## src/rtl/count_ones_accumulator.sv

```systemverilog
// Per-packet popcount accumulator: sums the high bits of every accepted beat and
// presents total, beat count and overflow on a registered valid/ready output.
module count_ones_accumulator #(
  parameter int unsigned WIDTH       = 8,
  parameter int unsigned MAX_BEATS   = 16,
  parameter int unsigned COUNT_WIDTH = $clog2(WIDTH * MAX_BEATS + 1),
  parameter int unsigned BEATS_WIDTH = $clog2(MAX_BEATS + 1)
) (
  input  logic                   clock,
  input  logic                   reset,
  input  logic                   input_valid,
  output logic                   input_ready,
  input  logic [WIDTH-1:0]       input_data,
  input  logic                   input_last,
  output logic                   output_valid,
  input  logic                   output_ready,
  output logic [COUNT_WIDTH-1:0] output_count,
  output logic [BEATS_WIDTH-1:0] output_beats,
  output logic                   output_overflow
);

  localparam int unsigned POP_WIDTH = $clog2(WIDTH + 1);
  localparam logic [BEATS_WIDTH-1:0] MAX_BEATS_V = BEATS_WIDTH'(MAX_BEATS);

  logic [COUNT_WIDTH-1:0] r_acc;
  logic [BEATS_WIDTH-1:0] r_beats;
  logic                   r_ovf;
  logic                   r_out_valid;
  logic [COUNT_WIDTH-1:0] r_out_count;
  logic [BEATS_WIDTH-1:0] r_out_beats;
  logic                   r_out_ovf;

  logic [POP_WIDTH-1:0]   w_pop;
  logic                   w_accept;
  logic                   w_out_xfer;
  logic                   w_room;
  logic [COUNT_WIDTH-1:0] w_acc_next;
  logic [BEATS_WIDTH-1:0] w_beats_next;
  logic                   w_ovf_next;

  always_comb begin
    w_pop = '0;
    for (int unsigned i = 0; i < WIDTH; i++) begin
      w_pop = w_pop + POP_WIDTH'(input_data[i]);
    end
  end

  assign input_ready = !r_out_valid || output_ready;
  assign w_accept    = input_valid && input_ready;
  assign w_out_xfer  = r_out_valid && output_ready;

  // Beats beyond MAX_BEATS are dropped from the sum and only raise the sticky flag.
  assign w_room       = (r_beats < MAX_BEATS_V);
  assign w_acc_next   = w_room ? (r_acc + COUNT_WIDTH'(w_pop)) : r_acc;
  assign w_beats_next = w_room ? (r_beats + BEATS_WIDTH'(1)) : r_beats;
  assign w_ovf_next   = r_ovf || !w_room;

  always_ff @(posedge clock) begin
    if (reset) begin
      r_acc       <= '0;
      r_beats     <= '0;
      r_ovf       <= 1'b0;
      r_out_valid <= 1'b0;
      r_out_count <= '0;
      r_out_beats <= '0;
      r_out_ovf   <= 1'b0;
    end else begin
      if (w_accept) begin
        if (input_last) begin
          r_out_count <= w_acc_next;
          r_out_beats <= w_beats_next;
          r_out_ovf   <= w_ovf_next;
          r_acc       <= '0;
          r_beats     <= '0;
          r_ovf       <= 1'b0;
        end else begin
          r_acc       <= w_acc_next;
          r_beats     <= w_beats_next;
          r_ovf       <= w_ovf_next;
        end
      end
      // A new result wins over a drain in the same cycle, keeping valid high.
      if (w_accept && input_last) begin
        r_out_valid <= 1'b1;
      end else if (w_out_xfer) begin
        r_out_valid <= 1'b0;
      end
    end
  end

  assign output_valid    = r_out_valid;
  assign output_count    = r_out_count;
  assign output_beats    = r_out_beats;
  assign output_overflow = r_out_ovf;

endmodule
```

## config.mk

```make
export PLATFORM = sky130hd
export DESIGN_NAME = count_ones_accumulator
export DESIGN_NICKNAME = d
export VERILOG_FILES = /design/src/rtl/count_ones_accumulator.sv
export SDC_FILE = /design/constraint.sdc
export NUM_CORES = 1
export LEC_CHECK = 0
export ABC_AREA = 1
export ABC_CLOCK_PERIOD_IN_PS = 3650
export CAP_MARGIN = 20
export CORE_MARGIN = 2
export CORE_UTILIZATION = 40
export CTS_BUF_LIST = sky130_fd_sc_hd__clkbuf_2
export DETAILED_ROUTE_END_ITERATION = 10
export PLACE_DENSITY = 0.66
export SLEW_MARGIN = 30
export SYNTH_ARGS = -nofsm -noshare
export SYNTH_HDL_FRONTEND = slang
export SYNTH_SLANG_ARGS = --single-unit
```

## constraint.sdc

```tcl
create_clock -name clock -period 3.65 [get_ports clock]
set_clock_uncertainty 0.1 [all_clocks]
set_input_delay 0.9125 -clock clock [delete_from_list [all_inputs] [get_ports clock]]
set_output_delay 0.9125 -clock clock [all_outputs]
set_load 0.01 [all_outputs]
```

==> out/metrics.cfg, run 1 <==
[placed_design]
placed_cell_area_um2 = 1900
pre_cts_ws_ns = -0.688
place.gp.congestion = 0.760
io_buffers = 28
place_hpwl_mm = 2.35
dp_cells = 279

[global_routing]
grt_usage_pct = 17.6
grt_pass1_wl_mm = 5.91
antenna_found_initial = 0
grt_overflow_total = 0
grt_max_degree = 16
grt_pass1_vias = 1249

[final_layout]
final_util_pct = 52.2
area_growth_pct = 23.3
fillCellCount = 388
antenna_cells = 0
final_area_um2 = 1960
final_cell_mix = nand2_1, dfxtp_1, clkdlybuf4s50_1
final_common_cell = nand2_1
nets = 264
instances_no_fill = 288
drive_gt1_share_pct = 14.6

[die]
num_rows = 22
core_um2 = 3740
initial_core_util_pct = 42.4
die_h_um = 67.0
fp.dieW_um = 67.0
pin_count = 29
dieArea_um2 = 4490

[sta]
setup_violations = 0
relSlewSlack_pct = 66.0
worst_slack_ns = 0.0537
report.final.slew_viol_count = 0
hold_violations = 0
rsz0062_at_grt = yes
fin_crit_ns = 3.60
fin_crit_sh_pct = 98.5
worstMarginPinSlew_ns = 0.509
fmax_mhz = 278
whs_ns = 0.381

[synthesis]
synth.avg_cell_area_um2 = 7.63
ys_types = 29
ys_seq_area_share_pct = 36.6
syn_inst = 208
synth_area_um2 = 1590
synth_seq_cells = 29
yosysWarnings = 0
synth_nets = 233

[clock_network]
cts-root-buf = clkbuf_2
clockBufferDepth = 2
cts-buffers-inserted = 5
hold_buffers = 0
clkSlewWorstSetupHoldPaths_ns = 0.14
clock-sinks = 29
cts.htree.levels = 2
cts_tree = done
insertion_delay_ns = 0.35

[drt]
wl_mm = 3.37
initialDrtViolationCount = 110
wire_per_inst_um = 11.7
vias_per_cell = 4.92
drt_pass1_iterations = 4
via_count = 1416
drc_errors = 0
antenna_left = 0

[setup_path]
cp_common_cell = fa_1
cp-end-kind = flip-flop
crit_chain = buf_6, fa_1, inv_1, fa_1, fa_1, fa_2, fa_2, o21ai_4, nand3b_1, nand2_1, nand2_1, a21oi_2
path_class = in -> reg
cpMaxStageDelayCell = fa_1
worst_path_largest_cell_delay_ns = 0.52
path_max_fanout = 4
cp-start-kind = input pin
critical_path_required_ns = 3.85
critPathArrivalTime_ns = 3.80

[power]
leakage_nw = 0.869
peakVddDrop_mv = 0.178
powerDensity_nw_per_um2 = 370

[flow_run]
cap_viol_max_count = 0

[outcome]
outcome = complete, no violations

[worst_hold_path]
hold_class = reg -> reg

area by class of cell:
class / count / area [um^2] / share of cell area [%]
well taps: 48 / 60.1 / 3.07
clock buffers: 8 / 40.0 / 2.05
flip-flops and latches: 29 / 581 / 29.7
multi-input cells: 145 / 876 / 44.8
repair buffers: 32 / 302 / 15.4
inverters: 26 / 97.6 / 4.99
report_power, final:
group / internal [mW] / switching (mW)
clock network: 0.0566 / 0.105
registers: 0.333 / 0.0106
logic: 0.103 / 0.115
cell families after synthesis:
kind of cell | share of synthesized area (%)
compound gates | 12.6
xor+xnor | 1.66
fa+ha+maj | 11.8
buf+inv | 9.78
flops | 36.6
simple gates | 27.5
Yosys cell counts:
library cell / count / share of area (%)
nand2_1: 56 / 13
dfxtp_1: 29 / 37
inv_1: 24 / 5.7
nand3_1: 14 / 4.4
nor2_1: 11 / 2.6
a21oi_1: 10 / 3.2
a31oi_1: 7 / 2.8
ha_1: 7 / 5.5
o21ai_0: 7 / 2.2
fa_1: 5 / 6.3
a22oi_1: 4 / 1.9
nand2_2: 3 / 1.2
nand3_2: 3 / 1.9
o21ai_1: 3 / 0.95
a21oi_2: 2 / 1.1
buf_2: 2 / 0.63
buf_4: 2 / 0.95
clkbuf_1: 2 / 0.47
inv_2: 2 / 0.47
nand2_4: 2 / 1.4
nand3b_1: 2 / 0.95
nand4_1: 2 / 0.79
nor3_1: 2 / 0.63
xnor2_1: 2 / 1.1
buf_6: 1 / 0.71
clkbuf_8: 1 / 0.87
nor2_2: 1 / 0.39
o21ai_2: 1 / 0.55
xor2_1: 1 / 0.55
per-stage QoR:
step                setup TNS [ns]  power [mW]
floorplan                   -0.430       0.493
global placement             -6.97       0.558
detailed placement           -7.59       0.563
CTS                         -0.319       0.728
global route               -0.0754       0.775
finish                           0       0.723
per-layer routing:
layer	GRT usage [%]	share of wire, %	up-vias
li1	-	-	737
met1	23.9	50	632
met2	26.1	42	43
met3	4.73	6.1	4
met4	7.65	1.2	0
met5	0	0	-
final timing paths:
kind         depth (start not counted)  slack (ns)             from               to
max                                 12        0.05    input_data[3]         r_acc[4]
min                                  2        0.38  output_beats[0]  output_beats[0]
max reg2reg                         10        0.80         r_acc[0]         r_acc[4]
min reg2reg                          2        0.38  output_beats[0]  output_beats[0]
critical path, delay by kind of cell:
kind | cells | cell delay [ns]
AND/OR/NAND/NOR | 3 | 0.27
AO/OA/AOI/OAI | 2 | 0.27
adder cells (fa/ha/maj) | 5 | 2.23
buffers and inverters | 2 | 0.14
sequential cells by signal (all words and copies together), names as in the netlist:
name / cells
output_beats: 5
r_acc: 8
output_valid: 1
output_overflow: 1
r_beats: 5
r_ovf: 1
output_count: 8
what timing repair did:
action                     CTS  global route
setup endpoints to repair    9             8
pin swaps                    9             7
cloned                       0             0
resized for setup           13             3
setup buffers                0             1
No activity file was read; power rests on OpenSTA's default activity.
==> run 2: changes to the inputs <==
--- a/config.mk
+++ b/config.mk
@@ -6,13 +6,14 @@
 export NUM_CORES = 1
 export LEC_CHECK = 0
 export ABC_AREA = 1
-export ABC_CLOCK_PERIOD_IN_PS = 3650
+export ABC_CLOCK_PERIOD_IN_PS = 4400
 export CAP_MARGIN = 20
 export CORE_MARGIN = 2
-export CORE_UTILIZATION = 40
+export CORE_UTILIZATION = 50
 export CTS_BUF_LIST = sky130_fd_sc_hd__clkbuf_2
 export DETAILED_ROUTE_END_ITERATION = 10
-export PLACE_DENSITY = 0.66
+export MAX_ROUTING_LAYER = met4
+export PLACE_DENSITY = 0.77
 export SLEW_MARGIN = 30
 export SYNTH_ARGS = -nofsm -noshare
 export SYNTH_HDL_FRONTEND = slang
==> constraint.sdc (replaced) <==
create_clock -name clock -period 4.4 [get_ports clock]
set_clock_uncertainty 0.1 [all_clocks]
set_input_delay 1.1 -clock clock [delete_from_list [all_inputs] [get_ports clock]]
set_output_delay 1.1 -clock clock [all_outputs]
set_load 0.01 [all_outputs]
==> out/metrics.cfg, run 2 (synthesized netlist as in run 1, its figures left out) <==
[global_routing]
grt_pass1_vias = 1250  ; +0.080%
busiest_layer = met2
use_met3_pct = 7.68  ; +2.9 points
met2_usage_pct = 30.0  ; +3.8 points
grt_usage_pct = 21.7  ; +4.1 points
use_met1_pct = 29.5  ; +5.5 points
grt_pass1_wl_mm = 5.60  ; -5.3%
antenna_found_initial = 0  ; unchanged
grt_overflow_total = 0  ; unchanged
grt_max_degree = 16  ; unchanged

[drt]
drc_errors = 0  ; unchanged
wire_per_inst_um = 11.6  ; -0.69%
drt_pass1_iterations = 4  ; unchanged
initialDrtViolationCount = 73  ; -34%
wl_mm = 3.25  ; -3.4%
via_count = 1388  ; -2.0%
antenna_left = 0  ; unchanged
vias_per_cell = 4.96  ; +0.82%

[placed_design]
io_buffers = 28  ; unchanged
place.gp.congestion = 0.800  ; +5.3%
place_hpwl_mm = 2.31  ; -1.8%
pre_cts_ws_ns = -0.345  ; +0.343 ns
dp_cells = 272  ; -2.5%

[clock_network]
cts.htree.levels = 2  ; unchanged
cts-buffers-inserted = 5  ; unchanged
clockBufferDepth = 2  ; unchanged
clock-sinks = 29  ; unchanged
insertion_delay_ns = 0.38  ; +0.03 ns
clkSlewWorstSetupHoldPaths_ns = 0.15  ; about the same
cts-root-buf = clkbuf_2
cts_tree = done
hold_buffers = 0  ; unchanged

[setup_path]
cp_common_cell = fa_1
path_max_fanout = 3  ; -1
worst_path_largest_cell_delay_ns = 0.54  ; +0.02 ns
rrSetupSlack_ns = 1.47  ; +0.67 ns
cp_num_buf_inv = 3  ; +1
reg2reg_to = r_acc[2]
cp-start-kind = input pin
critPathArrivalTime_ns = 4.35  ; +0.55 ns
path_class = in -> reg
crit_chain = clkdlybuf4s50_1, fa_1, inv_1, fa_1, fa_1, fa_1, fa_2, nand2_1, inv_1, o21ai_1, nand2_1, nand2_1, a21oi_1
r2r_start = r_acc[0]
reg2reg_depth = 11  ; +1
cpMaxStageDelayCell = fa_1
critPathTopFamily = adder cells
critical_path_required_ns = 4.55  ; +0.70 ns
cp-end-kind = flip-flop

[power]
leakage_nw = 0.846  ; -2.7%
powerDensity_nw_per_um2 = 304  ; -18%
peakVddDrop_mv = 0.247  ; +38%

[sta]
fin_crit_ns = 4.21
setup_violations = 0  ; unchanged
hold_violations = 0  ; unchanged
rsz0062_at_grt = no
report.final.slew_viol_count = 0  ; unchanged
setup_tns_ns = 0  ; unchanged
relSlewSlack_pct = 45.7  ; -20 points
worstMarginPinSlew_ns = 0.812  ; +0.303 ns
worst_slack_ns = 0.191  ; +0.138 ns
fin_crit_sh_pct = 95.6
fmax_mhz = 238

[die]
fp.dieW_um = 60.3  ; -9.9%
core_um2 = 3030  ; -19%
dieArea_um2 = 3640  ; -19%
initial_core_util_pct = 52.4  ; +10 points
die_h_um = 60.3  ; -9.9%
num_rows = 20  ; -9.1%
pin_count = 29  ; unchanged

[worst_hold_path]
hold_end = output_beats[3]
hold_class = reg -> reg
holdPathStages = 2  ; unchanged
hold_path.startpoint = output_beats[3]

[final_layout]
final_cell_mix = nand2_1, dfxtp_1, clkdlybuf4s50_1
nets = 260  ; -1.5%
final_common_cell = nand2_1
final_util_pct = 63.2  ; +11 points
instances_no_fill = 280  ; -2.8%
antenna_cells = 0  ; unchanged
drive_gt1_share_pct = 9.75  ; -4.8 points
area_growth_pct = 20.7

[flow_run]
cap_viol_max_count = 0  ; unchanged

[outcome]
outcome = complete, no violations

run 2: layout make-up:
class                           count  area (um^2)
Fill cell                         283         1110
Inverter                           26         97.6
Multi-Input combinational cell    145          861
Clock inverter                      2         10.0
Clock buffer                        6         30.0
Timing Repair Buffer               28          280
Tap cell                           44         55.1
Sequential cell                    29          581
run 2: how the worst max path moves through the flow:
stage | from | cells past startpoint | end
final | input_data[0] | 13 | r_acc[2]
after CTS | input_data[0] | 13 | r_acc[2]
after floorplan | input_data[0] | 12 | r_acc[4]
after global routing | input_data[0] | 12 | r_acc[4]
after detailed placement | input_data[0] | 13 | r_acc[2]
after global placement | input_data[0] | 13 | r_acc[2]
run 2: where the power goes:
group	internal (mW)	total (mW)	switching, mW
registers	0.277	0.285	0.00870
clock network	0.0397	0.134	0.0947
logic	0.0730	0.163	0.0899
total	0.389	0.583	0.193
run 2: per-layer routing:
metal / up-vias / routed length [um]
met2: 43 / 1350
li1: 730 / -
met1: 608 / 1610
met5: - / 0
met3: 7 / 240
met4: 0 / 51
run 2: what timing repair did:
item	4_1_cts	5_1_grt
endpoints found under the setup margin	0	3
setup buffers	0	0
gates resized for setup	0	3
run 2: through the flow:
stage / power, mW / area [um^2] / hold WS, ns
floorplan: 0.400 / 1590 / 0.328
global placement: 0.448 / 1860 / 0.354
detailed placement: 0.449 / 1860 / 0.366
CTS: 0.581 / 1900 / 0.385
global route: 0.622 / 1910 / 0.399
finish: 0.583 / 1910 / 0.378
run 2: worst reg2reg max path: cells and delay by family (launching register included):
kind	cells	cell delay, ns
compound gates	2	0.26
fa+ha+maj	4	1.75
buf+inv	2	0.11
flops	1	0.38
simple gates	3	0.20
==> run 3: changes to the inputs <==
--- a/config.mk
+++ b/config.mk
@@ -9,11 +9,11 @@
 export ABC_CLOCK_PERIOD_IN_PS = 4400
 export CAP_MARGIN = 20
 export CORE_MARGIN = 2
-export CORE_UTILIZATION = 50
+export CORE_UTILIZATION = 52
 export CTS_BUF_LIST = sky130_fd_sc_hd__clkbuf_2
 export DETAILED_ROUTE_END_ITERATION = 10
 export MAX_ROUTING_LAYER = met4
-export PLACE_DENSITY = 0.77
+export PLACE_DENSITY = 0.79
 export SLEW_MARGIN = 30
 export SYNTH_ARGS = -nofsm -noshare
 export SYNTH_HDL_FRONTEND = slang
==> out/metrics.cfg, run 3 (synthesized netlist as in run 1, its figures left out) <==
[die]
initial_core_util_pct = 53.3  ; +0.88 points
fp.dieW_um = 59.2  ; -1.8%
die_h_um = 59.2  ; -1.8%
num_rows = 20  ; unchanged
pin_count = 29  ; unchanged
dieArea_um2 = 3510  ; -3.6%
core_um2 = 2980  ; -1.7%

[sta]
rsz0062_at_grt = no
report.final.slew_viol_count = 0  ; unchanged
fin_crit_sh_pct = 95.7  ; about the same
worst_slack_ns = 0.188  ; -0.00365 ns
whs_ns = 0.380  ; +0.00237 ns
setup_tns_ns = 0  ; unchanged
hold_violations = 0  ; unchanged
fin_crit_ns = 4.21  ; +0.00365 ns
setup_violations = 0  ; unchanged
relSlewSlack_pct = 43.4  ; -2.2 points
worstMarginPinSlew_ns = 0.845  ; +0.0332 ns
fmax_mhz = 237  ; about the same

[placed_design]
io_buffers = 28  ; unchanged
place.gp.congestion = 0.794  ; -0.75%
pre_cts_ws_ns = -0.327  ; +0.0179 ns
place_hpwl_mm = 2.29  ; -0.50%

[final_layout]
drive_gt1_share_pct = 8.90  ; -0.85 points
area_growth_pct = 19.2
final_util_pct = 63.5  ; +0.26 points
nets = 260  ; unchanged
antenna_cells = 0  ; unchanged
fillCellCount = 282  ; -0.35%
final_common_cell = nand2_1
final_cell_mix = nand2_1, dfxtp_1, clkdlybuf4s50_1

[setup_path]
cp-end-kind = flip-flop
cpMaxStageDelayCell = fa_1
critPathLaunch = input_data[0]
critical_path_required_ns = 4.61  ; +0.06 ns
cp_common_cell = fa_1
path_class = in -> reg
critPathTopFamily = adder cells
rrSetupSlack_ns = 1.46  ; about the same
reg2reg_to = r_acc[4]
cp.depth = 12  ; -1
crit_chain = clkdlybuf4s50_1, fa_1, inv_1, fa_1, fa_1, fa_1, fa_2, o21ai_2, nand3b_1, nand2_1, nand2_1, a21oi_1
r2r_start = r_acc[0]
cp_num_buf_inv = 2  ; -1
worst_path_largest_cell_delay_ns = 0.54  ; about the same
cp-start-kind = input pin
setup.worst_path.end = r_acc[4]
critPathArrivalTime_ns = 4.42  ; +0.07 ns
path_max_fanout = 4  ; +1
reg2reg_depth = 10  ; -1

[clock_network]
clockBufferDepth = 2  ; unchanged
cts-buffers-inserted = 5  ; unchanged
cts.htree.levels = 2  ; unchanged
clkSlewWorstSetupHoldPaths_ns = 0.15  ; about the same
clock-sinks = 29  ; unchanged
hold_buffers = 0  ; unchanged
insertion_delay_ns = 0.39  ; about the same
cts-root-buf = clkbuf_2
cts_tree = done

[power]
peakVddDrop_mv = 0.189  ; -24%
powerDensity_nw_per_um2 = 305  ; +0.22%
leakage_nw = 0.840  ; -0.70%

[global_routing]
antenna_found_initial = 0  ; unchanged
grt_usage_pct = 22.3  ; +0.59 points
grt_pass1_wl_mm = 5.62  ; +0.25%
grt_overflow_total = 0  ; unchanged
grt_pass1_vias = 1225  ; -2.0%
grt_max_degree = 16  ; unchanged

[flow_run]
cap_viol_max_count = 0  ; unchanged

[drt]
wl_mm = 3.23  ; -0.77%
drc_errors = 0  ; unchanged
initialDrtViolationCount = 84  ; +15%
vias_per_cell = 5.22  ; +5.2%
wire_per_inst_um = 12.0  ; +3.3%
via_count = 1403  ; +1.1%
drt_pass1_iterations = 6  ; +2
antenna_left = 0  ; unchanged

[worst_hold_path]
hold_class = reg -> reg

[outcome]
outcome = complete, no violations

-- run 3: how the worst min path moves through the flow --
| stage | from | to | slack [ns] | depth (start not counted) |
|---|---|---|---|---|
| final | output_beats[3] | output_beats[3] | 0.38 | 2 |
| after global routing | r_ovf | r_ovf | 0.39 | 2 |
| after CTS | r_ovf | r_ovf | 0.38 | 2 |
| after detailed placement | output_beats[3] | output_beats[3] | 0.36 | 2 |
| after global placement | r_ovf | r_ovf | 0.35 | 2 |
| after floorplan | r_ovf | r_ovf | 0.33 | 2 |
-- run 3: per-stage QoR --
| stage | area (um^2) | instances | power, mW |
|---|---|---|---|
| 5_1_grt | 1890 | 269 | 0.619 |
| 3_5_place_dp | 1850 | 261 | 0.449 |
| 6_report | 1890 | 269 | 0.577 |
| 4_1_cts | 1890 | 269 | 0.576 |
| 2_1_floorplan | 1590 | 208 | 0.400 |
| 3_3_place_gp | 1850 | 261 | 0.447 |
-- run 3: area by class of cell --
type / instances / area, um^2 / area share [%]
clock inverters: 3 / 12.5 / 0.662
inverters: 26 / 97.6 / 5.16
repair buffers: 28 / 280 / 14.8
clock buffers: 5 / 25.0 / 1.32
multi-input cells: 145 / 853 / 45.1
flip-flops and latches: 29 / 581 / 30.7
well taps: 33 / 41.3 / 2.18
-- run 3: report_power, final --
group	leakage, nW	internal (mW)	switching, mW
Sequential	0.236	0.277	0.00892
Clock	0.0278	0.0345	0.0948
Combinational	0.577	0.0726	0.0891
-- run 3: layer usage --
layer  routed length, um  vias to the layer above  global-route usage (%)
met3                 161                        8                    7.86
met2                1400                       31                    31.4
met1                1600                      637                    29.7
met5                   0                        -                       -
li1                    -                      727                       -
met4                  57                        0                    7.79
-- run 3: tightest hold or removal path, stage by stage (launching register included) --
cell and delay, ns:
dfxtp_1 0.34, nand3_1 0.07, nand2_1 0.05
-- run 3: what timing repair did --
action / 4_1_cts / 5_1_grt
setup endpoints to repair: 0 / 4
setup buffers: 0 / 0
resized for setup: 0 / 2
